<file path="config.mk">
export PLATFORM = sky130hd
export DESIGN_NAME = cache_arbiter
export DESIGN_NICKNAME = d
export VERILOG_FILES = /design/src/rtl/cache_arbiter.sv
export SDC_FILE = /design/constraint.sdc
export NUM_CORES = 1
export LEC_CHECK = 0
export ABC_AREA = 1
export CAP_MARGIN = 40
export CORE_AREA = 2 2 541 543
export CTS_BUF_LIST = sky130_fd_sc_hd__clkbuf_2
export DETAILED_ROUTE_END_ITERATION = 6
export DIE_AREA = 0 0 543 545
export PLACE_DENSITY = 0.3
export SYNTH_ARGS = -nofsm -noshare
export SYNTH_HDL_FRONTEND = slang
export SYNTH_SLANG_ARGS = --single-unit
</file>
<file path="constraint.sdc">
create_clock -name clk -period 1.9 [get_ports clk]
set_input_delay 0.38 -clock clk [delete_from_list [all_inputs] [get_ports clk]]
set_output_delay 0.38 -clock clk [all_outputs]
set_load 0.01 [all_outputs]
</file>
<file path="src/rtl/cache_arbiter.sv">
// ----------------------------------------------------------------------------
// cache_arbiter: shares one physical-memory port between I-cache and D-cache.
// Rev 1.0
// ----------------------------------------------------------------------------
`default_nettype none

module cache_arbiter #(
  parameter int ADDR_WIDTH  = 32,
  parameter int LINE_WIDTH  = 256,
  parameter int ROUND_ROBIN = 1
) (
  input  logic                  clk,
  input  logic                  rst_n,
  input  logic                  icache_pmem_read,
  input  logic [ADDR_WIDTH-1:0] icache_pmem_address,
  output logic [LINE_WIDTH-1:0] icache_pmem_rdata,
  output logic                  icache_pmem_resp,
  input  logic                  dcache_pmem_read,
  input  logic                  dcache_pmem_write,
  input  logic [ADDR_WIDTH-1:0] dcache_pmem_address,
  input  logic [LINE_WIDTH-1:0] dcache_pmem_wdata,
  output logic [LINE_WIDTH-1:0] dcache_pmem_rdata,
  output logic                  dcache_pmem_resp,
  output logic                  pmem_read,
  output logic                  pmem_write,
  output logic [ADDR_WIDTH-1:0] pmem_address,
  output logic [LINE_WIDTH-1:0] pmem_wdata,
  input  logic [LINE_WIDTH-1:0] pmem_rdata,
  input  logic                  pmem_resp
);

  typedef enum logic [1:0] {
    IDLE    = 2'd0,
    SERVE_I = 2'd1,
    SERVE_D = 2'd2
  } state_t;

  state_t                r_state;
  logic                  r_last_d;
  logic                  r_write;
  logic [ADDR_WIDTH-1:0] r_addr;
  logic [LINE_WIDTH-1:0] r_wdata;

  logic w_i_req;
  logic w_d_req;
  logic w_grant_i;
  logic w_grant_d;
  logic w_busy;

  assign w_i_req = icache_pmem_read;
  assign w_d_req = dcache_pmem_read | dcache_pmem_write;

  // On a tie, round-robin hands the grant to whoever was not served last.
  always_comb begin
    w_grant_i = 1'b0;
    w_grant_d = 1'b0;
    if (w_i_req && w_d_req) begin
      if ((ROUND_ROBIN != 0) && r_last_d) begin
        w_grant_i = 1'b1;
      end else begin
        w_grant_d = 1'b1;
      end
    end else begin
      w_grant_i = w_i_req;
      w_grant_d = w_d_req;
    end
  end

  always_ff @(posedge clk or negedge rst_n) begin
    if (!rst_n) begin
      r_state  <= IDLE;
      r_last_d <= 1'b0;
      r_write  <= 1'b0;
      r_addr   <= '0;
      r_wdata  <= '0;
    end else begin
      case (r_state)
        IDLE: begin
          if (w_grant_d) begin
            r_state  <= SERVE_D;
            r_last_d <= 1'b1;
            r_addr   <= dcache_pmem_address;
            r_wdata  <= dcache_pmem_wdata;
            // Read+write together is illegal; the writeback takes precedence.
            r_write  <= dcache_pmem_write;
          end else if (w_grant_i) begin
            r_state  <= SERVE_I;
            r_last_d <= 1'b0;
            r_addr   <= icache_pmem_address;
            r_wdata  <= '0;
            r_write  <= 1'b0;
          end
        end
        SERVE_I, SERVE_D: begin
          if (pmem_resp) begin
            r_state <= IDLE;
          end
        end
        default: r_state <= IDLE;
      endcase
    end
  end

  assign w_busy       = (r_state != IDLE);
  assign pmem_read    = w_busy & ~r_write;
  assign pmem_write   = w_busy & r_write;
  assign pmem_address = r_addr;
  assign pmem_wdata   = r_wdata;

  assign icache_pmem_resp  = (r_state == SERVE_I) & pmem_resp;
  assign dcache_pmem_resp  = (r_state == SERVE_D) & pmem_resp;
  assign icache_pmem_rdata = icache_pmem_resp ? pmem_rdata : '0;
  assign dcache_pmem_rdata = dcache_pmem_resp ? pmem_rdata : '0;

endmodule

`default_nettype wire

</file>
==> qor.txt, run 1 <==
final wirelength = 261,000 um
Post-synth EDFFs = 0
violated checks = setup timing
clock latency on the worst-skew pair = 1390 ps
crit start category = flop
top cells by count, synth = nand2_1 (876), nor2_1 (515), inv_1 (329)
Final Max Tran Viols = 0
top cell type's share of synthesized area = 0.494
critical path endpoint category = primary output
DR iter-0 viols = 1,526
Power Density = 1060 nW/um^2
die area = 296,000 um^2
post-DR wirelength/cell = 30.5 um
vias in the first global route = 25.6k
pre-CTS setup slack = -990 ps
Area contributors post-synth = dfrtp_1 (49%), nand2_1 (22%), nor2_1 (13%)
Worst Hold Class = input pin to flop
crit path time final = 3610 ps
TritonCTS clock tree = built
Synth warnings = 0
post-route cell area = 44,600 um^2
DP Wirelength = 233,000 um
post-route ant nets = 0
Net Count, Synth = 2,803
Starting Density = 0.0510
Max Root-Sink Buffers = 4
Site Rows = 198
cell taking the most area after synthesis = dfrtp_1
Root Driver = clkbuf_2
area grow syn2layout = 202%
IO Pins = 1,386
DRT Pass-1 Iters = 5
I/O Buffers = 1,385
arrival time at the worst endpoint = 3230 ps
die width = 543 um
Synth Cell Area = 14,800 um^2
first-pass GRT wire length = 313,000 um
Core ar. = 290,000 um^2
max_cap viols = 0
post-synthesis sequential area ratio = 0.494
Worst IR Drop VDD = 0.436 mV
Seq cells post-synth = 292
via count = 24.8k
antenna violations before repair = 216
NumNets Final = 5,120
Hold Violations, Final = 0
Fmax = 277 MHz
Die Y = 545 um
vias per cell = 2.89
crit-path max FO = 28
Post-Syn Instances = 2,218
outcome = complete, but fails checks
worst setup margin = -1710 ps
Top FF cell, synth = dfrtp_1
clk sink count = 292
H-tree depth = 3
final setup fails = 840
Final Skew = 176 ps
WS Path Type = flop to primary output
Overflow after GRT = 0
All-Layer GR Usage = 0.170
fin crit share = 1.90
placed insts = 7,705
Post-Route Utilization = 0.154
Netlist cell types = 18
share of async-settable or async-resettable flops after synthesis = 1.00
RSZ-0062 raised after global routing = yes
drt drc = 0
Reg clk slew, reported paths = 90 ps
Slew @ Worst Pin = 645 ps
Worst EP required = 1520 ps
final cell count without fillers = 8,582
largest net degree at the start of global routing = 48
count leader, synth = nand2_1
GP Congestion = 0.993
cts bufs inserted = 102
Mapped Avg Cell Area = 6.67 um^2
P_leak = 22.2 nW
Slew headroom = 0.570
share of cells above drive strength 1 = 0.232
DP Area = 37,400 um^2
stage by stage:
step	power, W	TNS [ps]	hold WS [ps]
final	0.0475	-991900	288
after global routing	0.0514	-1306770	52.5
after CTS	0.0492	-1382060	0.0568
after detailed placement	0.0414	-430410	417
after global placement	0.0416	-438630	413
after floorplan	0.0192	0	84.4
logic make-up (layout without fill, tap and decap cells):
kind of cell / after synthesis / in the layout / share of synthesized area
flip-flops: 292 / 292 / 0.494
buffers and inverters: 459 / 2846 / 0.125
other: 0 / 77 / 0
AO/OA/AOI/OAI: 4 / 4 / 0.00186
AND/OR/NAND/NOR: 1460 / 1460 / 0.377
adder cells (fa/ha/maj): 3 / 3 / 0.00254
sequential cells by signal, indices dropped and copies added, names as in the netlist:
signal        count
r_state           2
pmem_wdata      256
pmem_address     32
r_write           1
r_last_d          1
worst paths after layout:
check / start / slack, ps / depth (start not counted) / to
max: r_state[0] / -1710 / 10 / dcache_pmem_rdata[253]
min: dcache_pmem_wdata[215] / 290 / 4 / pmem_wdata[215]
min reg2reg: pmem_wdata[144] / 480 / 2 / pmem_wdata[144]
max in group asynchronous: rst_n / 530 / 6 / pmem_wdata[101]
min in group asynchronous: rst_n / 580 / 5 / pmem_wdata[130]
max reg2reg: r_state[0] / -80 / 9 / pmem_wdata[110]
timing repair:
| item | 4_1_cts | 5_1_grt |
|---|---|---|
| endpoints found under the setup margin | 898 | 965 |
| gates cloned | 5 | 3 |
| gates resized for setup | 272 | 631 |
| hold endpoints to repair | 584 | 0 |
| pin swaps | 0 | 0 |
| hold buffers | 600 | 0 |
| setup buffers | 2 | 16 |
layer usage:
layer	global-route usage	share of wire	wire (um)
met5	0	0.0018	479
met4	0.0510	0.042	11000
met3	0.102	0.14	37100
met2	0.273	0.44	116000
met1	0.186	0.37	97200
layout make-up:
| cell class | instances | area, um^2 |
|---|---|---|
| fill | 33300 | 245000 |
| timing repair buffer | 2341 | 24100 |
| sequential | 292 | 7310 |
| multi-input combinational | 1467 | 6030 |
| tap | 3900 | 4880 |
| inverter | 331 | 1240 |
| clock buffer | 138 | 691 |
| clock inverter | 36 | 196 |
| antenna | 77 | 193 |
cell usage in the layout, fill, tap and decap left out, types with 71 or more instances in the layout:
| master | Yosys | final |
|---|---|---|
| buf_4 | 21 | 417 |
| nor2_1 | 515 | 423 |
| buf_12 | 0 | 202 |
| clkdlybuf4s50_1 | 0 | 795 |
| inv_1 | 329 | 327 |
| dfrtp_1 | 292 | 292 |
| clkbuf_2 | 0 | 183 |
| buf_2 | 38 | 105 |
| dlygate4sd3_1 | 0 | 599 |
| dlygate4sd2_1 | 0 | 71 |
| nand2_1 | 876 | 874 |
| diode_2 | 0 | 77 |
critical path: stages (launching register included):
cell	delay [ps]
dfrtp_1	400
inv_2	50
ha_2	190
buf_12	130
nand2_4	70
buf_16	170
buf_16	200
buf_12	190
nor2_1	70
buf_4	140
buf_12	140
power by group:
| part | switching, W | internal, W | total (W) | leakage [nW] |
|---|---|---|---|---|
| sequential | 0.00159 | 0.00895 | 0.0105 | 3.70 |
| clock | 0.00368 | 0.00225 | 0.00593 | 0.668 |
| combinational | 0.0178 | 0.0133 | 0.0311 | 17.9 |
Note: power is estimated with default switching activity, not from simulation.
==> run 2, diff against run 1 <==
- SETUP_SLACK_MARGIN: default -> 0.2
==> run 2 against run 1 <==
Compared with the run above: the run ends with DRC, setup timing left; via count is 4.7% lower; sequential power hardly changed; first-iteration DRC count is 4.3% higher; largest power group unchanged.
==> qor.txt, run 2 (synthesized netlist as in run 1, its figures left out) <==
Reg clk slew, reported paths = 100 ps (about the same)
Hold Violations, Final = 0 (unchanged)
Root Driver = clkbuf_2
WHS Endpoint = pmem_address[30]
Core ar. = 290,000 um^2 (unchanged)
DRT Pass-1 Iters = 7 (+2)
GP Congestion = 0.886 (-11%)
Overflow after GRT = 0 (unchanged)
outcome = complete, but fails checks
max_cap viols = 0 (unchanged)
share of cells above drive strength 1 = 0.197 (-0.0345)
most frequent cells in the layout = clkdlybuf4s50_1 (877), nand2_1 (874), nor2_1 (483), dlygate4sd3_1 (410), buf_4 (364)
largest net degree at the start of global routing = 61 (+27%)
WS Path Type = flop to primary output
final wirelength = 228,000 um (-13%)
first-pass GRT wire length = 276,000 um (-12%)
H-tree depth = 3 (unchanged)
power share of the clock group = 0.111 (-0.014)
Starting Density = 0.0510 (unchanged)
Final Skew = 174 ps (-2.25 ps)
Power Density = 1110 nW/um^2 (+4.1%)
post-route ant nets = 0 (unchanged)
DR iter-0 viols = 1,591 (+4.3%)
TritonCTS clock tree = built
clk sink count = 292 (unchanged)
via count = 23.6k (-4.7%)
sequential cell area = 7310 um^2 (about the same)
All-Layer GR Usage = 0.146 (-0.0243)
switching part of the total = 0.488 (+0.00290)
Comb power frac = 0.665 (+0.011)
total chip power = 0.0471 W (-1.0%)
final setup fails = 816 (-2.9%)
die area = 296,000 um^2 (unchanged)
setup TNS = -863,270 ps (+128,630 ps)
antenna violations before repair = 147 (-32%)
post-DR wirelength/cell = 27.4 um (-9.9%)
crit start category = flop
fin crit share = 1.81 (-0.0959)
die width = 543 um (unchanged)
IO Pins = 1,386 (unchanged)
vias in the first global route = 24.3k (-4.9%)
Slew headroom = 0.400 (-0.170)
Hold Path Depth = 6 (+2)
Reg power frac = 0.225 (+0.003)
P_leak = 20.9 nW (-6.1%)
NumNets Final = 4,896 (-4.4%)
HP Start = dcache_pmem_address[30]
final cell count without fillers = 8,294 (-3.4%)
Max Root-Sink Buffers = 3 (-1)
critical path endpoint category = primary output
clock latency on the worst-skew pair = 1320 ps (-70 ps)
FILL cells = 33.3k (+0.0090%)
Die Y = 545 um (unchanged)
max reg flops = 256 (unchanged)
area grow syn2layout = 187%
Reg-to-Reg Start = r_state[0]
drt drc = 1 (+1)
placed insts = 7,673 (-0.42%)
Worst IR Drop VDD = 0.528 mV (+21%)
Multi-input gate area = 5870 um^2 (-2.7%)
arrival time at the worst endpoint = 3050 ps (-180 ps)
crit-path max FO = 31 (+11%)
worst setup margin = -1530 ps (+182 ps)
Psw = 0.0230 W (-0.41%)
most common cell after layout, fill and taps aside = clkdlybuf4s50_1
RSZ-0062 raised after global routing = yes
crit path time final = 3430 ps (-182 ps)
Worst Hold Class = input pin to flop
Site Rows = 198 (unchanged)
Fmax = 292 MHz (+5.3%)
reg2reg path depth = 10 (+1)
Slew @ Worst Pin = 897 ps (+252 ps)
violated checks = DRC, setup timing
I/O Buffers = 1,385 (unchanged)
P_int = 0.0241 W (-1.6%)
Worst R2R End = pmem_wdata[16]
reg-to-reg slack, setup = -120 ps (-40 ps)
cts bufs inserted = 90 (-12%)
vias per cell = 2.85 (-1.4%)
Worst EP required = 1520 ps (about the same)
DP Wirelength = 202,000 um (-13%)
Final Max Tran Viols = 0 (unchanged)
[run 2: cell types whose count changed in the layout (fill, tap and decap cells not counted), moves of 46 or more]
| cell | before | now |
|---|---|---|
| nor2_2 | 70 | 24 |
| buf_2 | 105 | 49 |
| diode_2 | 77 | 28 |
| buf_4 | 417 | 364 |
| dlygate4sd3_1 | 599 | 410 |
| dlygate4sd2_1 | 71 | 122 |
| nor2_1 | 423 | 483 |
| clkdlybuf4s50_1 | 795 | 877 |
| clkbuf_2 | 183 | 137 |
[run 2: layout make-up]
cell class / instances / share of cell area
well taps: 3900 / 0.115
flip-flops and latches: 292 / 0.172
inverters: 331 / 0.0293
clock inverters: 24 / 0.00292
diodes: 28 / 0.00165
clock buffers: 123 / 0.0145
repair buffers: 2127 / 0.527
multi-input cells: 1469 / 0.138
[run 2: repair_timing]
action / CTS / global route
endpoints found under the hold margin: 583 / 0
endpoints found under the setup margin: 992 / 1087
pin swaps: 0 / 1
gates cloned: 3 / 11
setup buffers: 0 / 21
resized for setup: 255 / 246
hold buffers: 411 / 0
[run 2: critical path: stages (launching register included)]
cell	delay (ps)
dfrtp_1	400
inv_2	90
ha_4	140
buf_12	140
nand2_8	120
buf_12	250
nor2_2	150
clkdlybuf4s50_1	570
[run 2: per-layer routing]
metal	up-vias	GRT usage	part of all wire
met3	321	0.0664	0.11
met1	11300	0.186	0.43
met2	1370	0.225	0.43
met5	-	0	0.00084
met4	30	0.0247	0.018
li1	10600	-	-
[run 2: worst max-delay path by stage]
stage               slack (ps)                     end       start  cells past startpoint
detailed placement        -940  dcache_pmem_rdata[100]   pmem_resp                      5
CTS                      -1860  dcache_pmem_rdata[157]  r_state[0]                      7
finish                   -1530  dcache_pmem_rdata[147]  r_state[0]                      7
global route             -1860  dcache_pmem_rdata[184]  r_state[0]                     10
global placement          -960  dcache_pmem_rdata[178]   pmem_resp                      5
floorplan                  160  dcache_pmem_rdata[100]  r_state[0]                      6
[run 2: stage by stage]
step | setup slack [ps] | utilization | area, um^2 | hold WS (ps)
final | -1530 | 0.146 | 42500 | 238
after global routing | -1860 | 0.146 | 42400 | 69.6
after CTS | -1860 | 0.145 | 42000 | 1.68
after detailed placement | -943 | 0.128 | 37100 | 341
after global placement | -962 | 0.128 | 37100 | 342
after floorplan | 161 | - | 14800 | 84.4
[run 2: power groups by stage]
stage,sequential [W],combinational (W),clock (W)
4_1_cts,0.0106,0.0319,0.00567
3_5_place_dp,0.0107,0.0310,0
5_1_grt,0.0109,0.0340,0.00588
3_3_place_gp,0.0106,0.0311,0
6_report,0.0106,0.0313,0.00522
2_1_floorplan,0.0116,0.00764,0
==> run 3, diff against run 2 <==
--- a/config.mk
+++ b/config.mk
@@ -8,8 +8,8 @@
 export ABC_AREA = 1
 export CAP_MARGIN = 40
-export CORE_AREA = 2 2 541 543
+export CORE_AREA = 2 2 536 538
 export CTS_BUF_LIST = sky130_fd_sc_hd__clkbuf_2
 export DETAILED_ROUTE_END_ITERATION = 6
-export DIE_AREA = 0 0 543 545
+export DIE_AREA = 0 0 538 540
 export PLACE_DENSITY = 0.3
 export SETUP_SLACK_MARGIN = 0.2
==> constraint.sdc (replaced) <==
create_clock -name clk -period 3.1 [get_ports clk]
set_input_delay 0.62 -clock clk [delete_from_list [all_inputs] [get_ports clk]]
set_output_delay 0.62 -clock clk [all_outputs]
set_load 0.05 [all_outputs]
==> run 3 against run 2 <==
Compared with the run above: the flow finishes with violations (setup timing); power is 22% lower; clock skew is 36 ps lower; largest power group unchanged; die area is 1.8% lower; wire length is 21% lower; sequential cell count stayed put; cell count is 4.7% lower; highest routed layer unchanged.
==> qor.txt, run 3 (synthesized netlist as in run 1, its figures left out) <==
Site Rows = 196 (-1.0%)
area grow syn2layout = 214%
violated checks = setup timing
drt drc = 0 (-1)
crit-path max FO = 9 (-71%)
crit start category = flop
DP Area = 38,100 um^2 (+2.6%)
DP Wirelength = 147,000 um (-27%)
Top Family by Delay on Critical Path = buffers and inverters
Hold Violations, Final = 0 (unchanged)
critical path endpoint category = primary output
Final Skew = 138 ps (-35.6 ps)
RSZ-0062 raised after global routing = yes
Slew headroom = 0.501 (+0.101)
Root Driver = clkbuf_2
outcome = complete, but fails checks
Starting Density = 0.0520 (+0.00101)
post-DR wirelength/cell = 22.8 um (-17%)
antenna violations before repair = 51 (-65%)
final wirelength = 180,000 um (-21%)
Fmax = 283 MHz
Final Max Tran Viols = 0 (unchanged)
IO Pins = 1,386 (unchanged)
vias per cell = 2.76 (-3.3%)
via count = 21.8k (-7.9%)
most frequent cells in the layout = nand2_1 (874), clkdlybuf4s50_1 (865), buf_12 (481), inv_1 (327), dlygate4sd3_1 (321)
Worst Hold Class = input pin to flop
Power Density = 792 nW/um^2 (-29%)
post-route cell area = 46,500 um^2 (+9.5%)
All-Layer GR Usage = 0.116 (-0.0292)
clock latency on the worst-skew pair = 1200 ps (-120 ps)
DRT Pass-1 Iters = 4 (-3)
post-route ant nets = 0 (unchanged)
Slew @ Worst Pin = 746 ps (-151 ps)
setup TNS = -147,490 ps (+715,780 ps)
cts bufs inserted = 86 (-4.4%)
GP Congestion = 0.815 (-8.1%)
CP max-delay cell = dfrtp_1
final setup fails = 530 (-35%)
Buf/Inv on CP = 5 (+1)
most common cell after layout, fill and taps aside = nand2_1
H-tree depth = 3 (unchanged)
P_leak = 20.1 nW (-3.9%)
die width = 538 um (-0.92%)
first-pass GRT wire length = 225,000 um (-18%)
CP Cell Sequence = inv_2 > ha_4 > nand2_8 > buf_16 > buf_6 > buf_12 > nor2_2 > buf_12
max_cap viols = 0 (unchanged)
WS Path Type = flop to primary output
arrival time at the worst endpoint = 2910 ps (-140 ps)
NumNets Final = 4,638 (-5.3%)
crit path time final = 3530 ps
hold slack = 300 ps (+62.1 ps)
fin crit share = 1.14
die area = 291,000 um^2 (-1.8%)
largest net degree at the start of global routing = 66 (+8.2%)
clk sink count = 292 (unchanged)
share of cells above drive strength 1 = 0.296 (+0.0986)
I/O Buffers = 1,385 (unchanged)
Max Root-Sink Buffers = 3 (unchanged)
max incr delay on CP = 440 ps (-130 ps)
Core ar. = 284,000 um^2 (-1.9%)
Worst IR Drop VDD = 0.319 mV (-40%)
Worst EP required = 2480 ps (+960 ps)
Die Y = 540 um (-0.92%)
vias in the first global route = 23.3k (-4.3%)
TritonCTS clock tree = built
Post-Route Utilization = 0.163 (+0.0170)
max reg flops = 256 (unchanged)
pre-CTS setup slack = -262 ps (+681 ps)
Overflow after GRT = 0 (unchanged)
Reg clk slew, reported paths = 100 ps (about the same)
most used cell, CP = buf_12
DR iter-0 viols = 767 (-52%)
worst setup margin = -431 ps (+1100 ps)
run 3: through the flow:
| stage | std cells | total power, W |
|---|---|---|
| 3_5_place_dp | 7342 | 0.0312 |
| 3_3_place_gp | 7342 | 0.0312 |
| 6_report | 7901 | 0.0368 |
| 5_1_grt | 7897 | 0.0389 |
| 4_1_cts | 7834 | 0.0361 |
| 2_1_floorplan | 2218 | 0.0194 |
run 3: worst min-delay path, stage by stage:
cell             delay [ps]
clkdlybuf4s50_1         390
inv_1                    50
nand3_1                  70
nand3_1                 170
nand2_1                  70
run 3: area by class of cell:
cell class	count	area (um^2)
antenna	28	70.1
fill	32200	238000
tap	3762	4710
clock buffer	124	621
multi-input combinational	1467	8100
inverter	331	1240
timing repair buffer	1875	24300
sequential	292	7310
clock inverter	22	125
run 3: repair_timing:
action | in CTS | in global routing
pin swaps | 7 | 11
resized for setup | 282 | 575
endpoints found under the hold margin | 582 | 0
gates cloned | 11 | 30
setup endpoints to repair | 801 | 801
buffers inserted | 13 | 9
hold buffers | 322 | 0
run 3: metal layers:
| metal | global-route usage | part of all wire |
|---|---|---|
| met5 | 0 | 0.00017 |
| met4 | 0.0415 | 0.041 |
| met3 | 0.0405 | 0.083 |
| met2 | 0.226 | 0.54 |
| met1 | 0.111 | 0.34 |
run 3: where the power goes:
group	total [W]	internal (W)	switching, W	leakage, nW
registers	0.00640	0.00548	0.000924	3.70
clock network	0.00307	0.00115	0.00192	0.572
logic	0.0273	0.00983	0.0175	15.8
run 3: worst paths after layout:
| kind | slack, ps | end | cells after the start | from |
|---|---|---|---|---|
| worst max-delay path | -430 | dcache_pmem_rdata[120] | 8 | r_state[0] |
| worst min-delay path | 300 | pmem_address[7] | 5 | dcache_pmem_address[7] |
| worst max register to register | 410 | pmem_address[11] | 8 | r_state[0] |
| worst min register to register | 470 | pmem_wdata[61] | 2 | pmem_wdata[61] |
| max in group asynchronous | 1940 | pmem_wdata[189] | 4 | rst_n |
| min in group asynchronous | 650 | pmem_address[3] | 4 | rst_n |
